===== src/rtl/if_pkg.sv =====
// Shared types for the instruction-fetch prefetch stage.
package if_pkg;
    localparam int IF_BITSIZE  = 32;
    localparam int INSTR_BYTES = 4;

    typedef struct packed {
        logic [31:0]           instr;
        logic [IF_BITSIZE-1:0] pc;
    } fetch_entry_t;

    typedef enum logic {
        FETCH = 1'b0,
        STALL = 1'b1
    } if_state_e;
endpackage


===== src/rtl/if_fifo.sv =====
// Synchronous FIFO of fetch entries; flush empties it in one edge.
module if_fifo
    import if_pkg::*;
#(
    parameter int  DEPTH   = 4,
    parameter type entry_t = fetch_entry_t
) (
    input  logic                   clk,
    input  logic                   rst,
    input  logic                   push_i,
    input  logic                   pop_i,
    input  logic                   flush_i,
    input  entry_t                 wdata_i,
    output logic                   full_o,
    output logic                   empty_o,
    output logic [$clog2(DEPTH):0] count_o,
    output entry_t                 head_o
);
    localparam int PW = $clog2(DEPTH);
    localparam int CW = PW + 1;

    entry_t          mem_q [DEPTH];
    logic [PW-1:0]   wptr_q, rptr_q;
    logic [CW-1:0]   count_q;
    logic            do_push, do_pop;

    assign full_o  = (count_q == CW'(DEPTH));
    assign empty_o = (count_q == '0);
    assign count_o = count_q;
    assign head_o  = mem_q[rptr_q];

    // A push into a full buffer is only legal when the head leaves in the same cycle.
    assign do_push = push_i && (!full_o || pop_i);
    assign do_pop  = pop_i && !empty_o;

    always_ff @(posedge clk or posedge rst) begin
        if (rst) begin
            wptr_q  <= '0;
            rptr_q  <= '0;
            count_q <= '0;
        end else if (flush_i) begin
            wptr_q  <= '0;
            rptr_q  <= '0;
            count_q <= '0;
        end else begin
            if (do_push) wptr_q <= wptr_q + PW'(1);
            if (do_pop)  rptr_q <= rptr_q + PW'(1);
            case ({do_push, do_pop})
                2'b10:   count_q <= count_q + CW'(1);
                2'b01:   count_q <= count_q - CW'(1);
                default: count_q <= count_q;
            endcase
        end
    end

    always_ff @(posedge clk) begin
        if (do_push && !flush_i) mem_q[wptr_q] <= wdata_i;
    end
endmodule


===== src/rtl/if_prefetch_stage.sv =====
// Instruction-fetch stage: sequential prefetch into a small buffer, flushed and
// redirected on a taken branch. One memory request outstanding at a time.
module if_prefetch_stage
    import if_pkg::*;
#(
    parameter int                 BITSIZE    = 32,
    parameter int                 FIFO_DEPTH = 4,
    parameter logic [BITSIZE-1:0] RESET_PC   = '0
) (
    input  logic               clk,
    input  logic               reset_i,
    input  logic               ID_IF_get_i,
    output logic               IF_ID_give_o,
    output logic [31:0]        IF_ID_instr_o,
    output logic [BITSIZE-1:0] IF_ID_pc_o,
    output logic [BITSIZE-1:0] MEM_addr_o,
    output logic               MEM_read_o,
    input  logic [31:0]        MEM_data_i,
    input  logic               MEM_valid_i,
    input  logic [BITSIZE-1:0] pc_i,
    input  logic               branch_taken_i
);
    localparam int CW = $clog2(FIFO_DEPTH) + 1;

    typedef struct packed {
        logic [31:0]        instr;
        logic [BITSIZE-1:0] pc;
    } entry_t;

    if_state_e          state_q, state_d;
    logic [BITSIZE-1:0] fetch_pc_q, fetch_pc_d;
    entry_t             last_q, head, wdata;
    logic               push, pop, full, empty, read;
    logic [CW-1:0]      count;

    // Reset gates the request so it drops without waiting for an edge.
    assign read  = (state_q == FETCH) && !full && !branch_taken_i && !reset_i;
    assign push  = read && MEM_valid_i;
    assign pop   = IF_ID_give_o && ID_IF_get_i;
    assign wdata = '{instr: MEM_data_i, pc: fetch_pc_q};

    assign MEM_read_o    = read;
    assign MEM_addr_o    = fetch_pc_q;
    assign IF_ID_give_o  = !empty && !branch_taken_i;
    assign IF_ID_instr_o = empty ? last_q.instr : head.instr;
    assign IF_ID_pc_o    = empty ? last_q.pc    : head.pc;

    if_fifo #(
        .DEPTH   (FIFO_DEPTH),
        .entry_t (entry_t)
    ) u_fifo (
        .clk     (clk),
        .rst     (reset_i),
        .push_i  (push),
        .pop_i   (pop),
        .flush_i (branch_taken_i),
        .wdata_i (wdata),
        .full_o  (full),
        .empty_o (empty),
        .count_o (count),
        .head_o  (head)
    );

    always_comb begin
        state_d    = state_q;
        fetch_pc_d = fetch_pc_q;
        if (branch_taken_i) begin
            state_d    = FETCH;
            fetch_pc_d = pc_i & ~BITSIZE'(INSTR_BYTES - 1);
        end else begin
            case (state_q)
                FETCH: begin
                    if (push) begin
                        fetch_pc_d = fetch_pc_q + BITSIZE'(INSTR_BYTES);
                        if (count == CW'(FIFO_DEPTH - 1) && !pop) state_d = STALL;
                    end
                end
                STALL: begin
                    if (pop) state_d = FETCH;
                end
                default: state_d = FETCH;
            endcase
        end
    end

    always_ff @(posedge clk or posedge reset_i) begin
        if (reset_i) begin
            state_q    <= FETCH;
            fetch_pc_q <= RESET_PC;
            last_q     <= '0;
        end else begin
            state_q    <= state_d;
            fetch_pc_q <= fetch_pc_d;
            // Remember the head so the ID outputs hold steady once the buffer drains.
            if (!empty) last_q <= head;
        end
    end
endmodule


===== config.mk =====
export PLATFORM = sky130hd
export DESIGN_NAME = if_prefetch_stage
export DESIGN_NICKNAME = d
export VERILOG_FILES = /design/src/rtl/if_pkg.sv /design/src/rtl/if_fifo.sv /design/src/rtl/if_prefetch_stage.sv
export SDC_FILE = /design/constraint.sdc
export NUM_CORES = 1
export LEC_CHECK = 0
export ABC_CLOCK_PERIOD_IN_PS = 24100
export CAP_MARGIN = 20
export CELL_PAD_IN_SITES_DETAIL_PLACEMENT = 2
export CELL_PAD_IN_SITES_GLOBAL_PLACEMENT = 2
export CORE_ASPECT_RATIO = 1.5
export CORE_MARGIN = 2
export CORE_UTILIZATION = 45
export DETAILED_ROUTE_END_ITERATION = 10
export PLACE_DENSITY = 0.87
export SETUP_SLACK_MARGIN = 0.5
export SYNTH_ARGS = -nofsm -noshare
export SYNTH_HDL_FRONTEND = slang
export SYNTH_HIERARCHICAL = 1
export SYNTH_SLANG_ARGS = --single-unit

===== constraint.sdc =====
create_clock -name clk -period 24.1 [get_ports clk]
set_clock_uncertainty 0.1 [all_clocks]
set_input_delay 6.025 -clock clk [delete_from_list [all_inputs] [get_ports clk]]
set_output_delay 6.025 -clock clk [all_outputs]
set_load 0.05 [all_outputs]

==> results by group <==
Final layout
  – Total Nets Final: 1042
  – Fillers: 2694
  – Design area: 0.01749 mm²
  – Share of layout cells above drive strength 1: 22.36%
  – Most frequent cells in the layout: edfxtp_1, clkdlybuf4s50_1, dfrtp_1
  – Area Growth Syn to Fin: 22.92%
  – Most common cell after layout, fill and taps aside: edfxtp_1

Critical path
  – Crit-path slowest cell: clkdlybuf4s50_1
  – Slowest Stage Delay on Critical Path: 0.82 ns
  – Worst-path fanout max: 56
  – CP bufs+invs: 4
  – WP data arrival: 8.17 ns
  – Crit path cell chain: buf_2, buf_4, or4_4, clkinv_4, clkdlybuf4s50_1
  – Class of the most critical setup path: in -> out
  – CP Launch Type: input pin
  – Worst EP required: 17.98 ns
  – Worst Setup End Kind: output port
  – Delay-heaviest family, CP: buffers and inverters

Timing
  – Final setup TNS: 0 ns
  – WHS: 0.3983 ns
  – Final setup violation count: 0
  – Worst slew pin tran: 1.079 ns
  – Pins Over Slew Limit: 0
  – Final period utilization: 59.30%
  – RSZ-0062 raised after global routing: no
  – Hold Fails Final Rpt: 0
  – Period minus WS final: 14.29 ns
  – Worst rel slew slack: 28.04%
  – Max frequency: 69.97 MHz
  – Setup ws final: 9.809 ns

Clock tree
  – Clock sinks: 358
  – Clk Tree Root Cell: clkbuf_16
  – Clk pin slew, worst setup/hold paths: 0.06 ns
  – Clock Latency Late Sink: 0.52 ns
  – CTS buffer count: 35
  – Htree depth: 2
  – Postcts setup bufs: 0
  – CTS tree: built
  – CTS resizes: 0
  – Clock Path Buffers: 3
  – Post-CTS Hold Fix Bufs: 0

Routing
  – Via count: 8080
  – Initial DRC count: 533
  – DRC viols: 0
  – DR WL/cell: 27.85 µm
  – DRT Pass-1 Iters: 4
  – Vias/cell: 5.776
  – Overall routed net length: 38.97 mm
  – Final ANT Viol Nets: 0

Global route
  – M3 GR Usage: 3.066%
  – GRT Total Usage: 24.28%
  – Global route hottest layer: met2
  – Initial antenna violation count: 1
  – Vias in the first global route: 9369
  – Met1 GRT Util: 28.94%
  – Largest net degree at the start of global routing: 67
  – Overflow after GRT: 0
  – Met2 Resource Use GR: 44.82%
  – First-pass GRT wire length: 59.41 mm

Synth
  – Register area share after synthesis: 71.97%
  – Synth warnings: 6
  – Post-Syn Instances: 785
  – Count of different cell masters after synthesis: 58
  – Syn_area_per_cell: 18.12 µm²
  – Ys flop type: edfxtp_1
  – FFs w/ async S/R, synth: 28.49%
  – Post-synth EDFFs: 256
  – Synthesized area: 0.01423 mm²
  – Yosys reg bits: 358

Placement
  – Post-DP HPWL: 23.88 mm
  – Final GP Congestion: 0.8117
  – Post-Place Setup Slack: 9.802 ns
  – Cell Area, Placed: 0.01630 mm²
  – I/O Buffers: 162

Power
  – Max IR drop VDD: 0.00005893 V
  – P_leak: 6.024 nW
  – Power per Cell Area: 91.08 mW/mm²

Die
  – Row count: 79
  – Die Area: 0.03308 mm²
  – # IOs: 167
  – Initial core utilization: 45.84%
  – Vert. Die Dim: 221.8 µm
  – Die X: 149.2 µm
  – Core area: 0.03104 mm²

Min path
  – Worst hold path type: reg -> reg

Flow run
  – Max-Cap Viols: 0

Status
  – Status: finished clean
## per-layer routing
layer,routed length [µm],vias to the layer above
li1,-,3475
met1,15030,4301
met3,1297,64
met5,0,-
met4,1076,0
met2,21570,240
## registers in the layout, summed over array words and instances (netlist names)
signal	count
u_fifo/rptr_q	2
u_fifo/wptr_q	2
u_fifo/mem_q	256
state_q	1
last_q	64
MEM_addr_o	30
u_fifo/count_o	3
## power breakdown
group / leakage, nW / switching (mW) / internal [mW] / total, mW
clock: 0.575 / 0.235 / 0.335 / 0.569
combinational: 1.89 / 0.194 / 0.0993 / 0.293
sequential: 3.56 / 0.0286 / 0.702 / 0.731
total: 6.02 / 0.457 / 1.14 / 1.59
## worst paths after layout
kind / to / depth (start not counted) / from / slack [ns]
setup reg to reg: u_fifo/mem_q[3][30]$_DFFE_PP_ / 7 / u_fifo/count_o[0]$_DFFE_PP0P_ / 19.85
hold / removal: last_q[19]$_DFFE_PP0N_ / 1 / last_q[19]$_DFFE_PP0N_ / 0.40
setup / recovery: MEM_read_o / 5 / branch_taken_i / 9.81
hold reg to reg: last_q[19]$_DFFE_PP0N_ / 1 / last_q[19]$_DFFE_PP0N_ / 0.40
max in group asynchronous: last_q[32]$_DFFE_PP0N_ / 3 / reset_i / 16.68
min in group asynchronous: u_fifo/count_o[2]$_DFFE_PP0P_ / 2 / reset_i / 5.84
## metrics by stage
step / cells / utilization [%] / power [mW]
floorplan: 794 / - / 0.9192
global placement: 1334 / 52.51 / 1.021
detailed placement: 1335 / 52.53 / 1.036
CTS: 1398 / 56.34 / 1.609
global route: 1399 / 56.35 / 1.641
finish: 1399 / 56.35 / 1.593
## synth_stat cells, types with 3 or more instances
master | count | area [µm²]
a31oi_1 | 3 | 18.77
mux4_2 | 64 | 1441
or4_1 | 8 | 60.06
a31o_2 | 3 | 26.28
and4_1 | 6 | 52.55
mux2i_1 | 3 | 30.03
or3_1 | 5 | 31.28
edfxtp_1 | 256 | 7687
o21ai_0 | 14 | 70.07
xor2_1 | 3 | 26.28
and2_1 | 4 | 25.02
a221o_1 | 3 | 30.03
nor3b_1 | 5 | 37.54
buf_2 | 8 | 40.04
nand2_1 | 39 | 146.4
nor3_1 | 14 | 70.07
clkbuf_1 | 17 | 63.81
ha_1 | 5 | 62.56
nor2_1 | 16 | 60.06
or2_2 | 3 | 18.77
a21oi_1 | 5 | 25.02
dfrtp_1 | 102 | 2552
nand3_1 | 28 | 140.1
buf_1 | 3 | 11.26
o211ai_1 | 10 | 75.07
a22oi_1 | 3 | 22.52
nand2b_1 | 3 | 18.77
inv_1 | 15 | 56.30
o311ai_0 | 7 | 61.31
nor4_1 | 3 | 18.77
mux2_2 | 69 | 777.0
and3_1 | 4 | 25.02
buf_4 | 9 | 67.56
nand4_1 | 11 | 68.82
## logic make-up (layout without fill, tap and decap cells)
| group | after synthesis | after routing | share of synthesized area (%) |
|---|---|---|---|
| xor+xnor | 4 | 4 | 0.2463 |
| compound gates | 63 | 63 | 3.166 |
| fa+ha+maj | 6 | 6 | 0.5804 |
| mux | 137 | 137 | 15.91 |
| flops | 358 | 358 | 71.97 |
| other cells | 1 | 11 | 0.02636 |
| simple gates | 158 | 158 | 6.042 |
| buf+inv | 58 | 257 | 2.058 |
## final cells by class
| type | instances | area, µm² | area share, % |
|---|---|---|---|
| Antenna cell | 1 | 2.502 | 0.01431 |
| Clock buffer | 42 | 944.7 | 5.402 |
| Clock inverter | 21 | 236.5 | 1.352 |
| Inverter | 18 | 75.07 | 0.4293 |
| Multi-Input combinational cell | 378 | 3754 | 21.46 |
| Sequential cell | 358 | 10250 | 58.60 |
| Tap cell | 405 | 506.7 | 2.898 |
| Timing Repair Buffer | 176 | 1722 | 9.845 |
(Power assumes the default switching activity.)
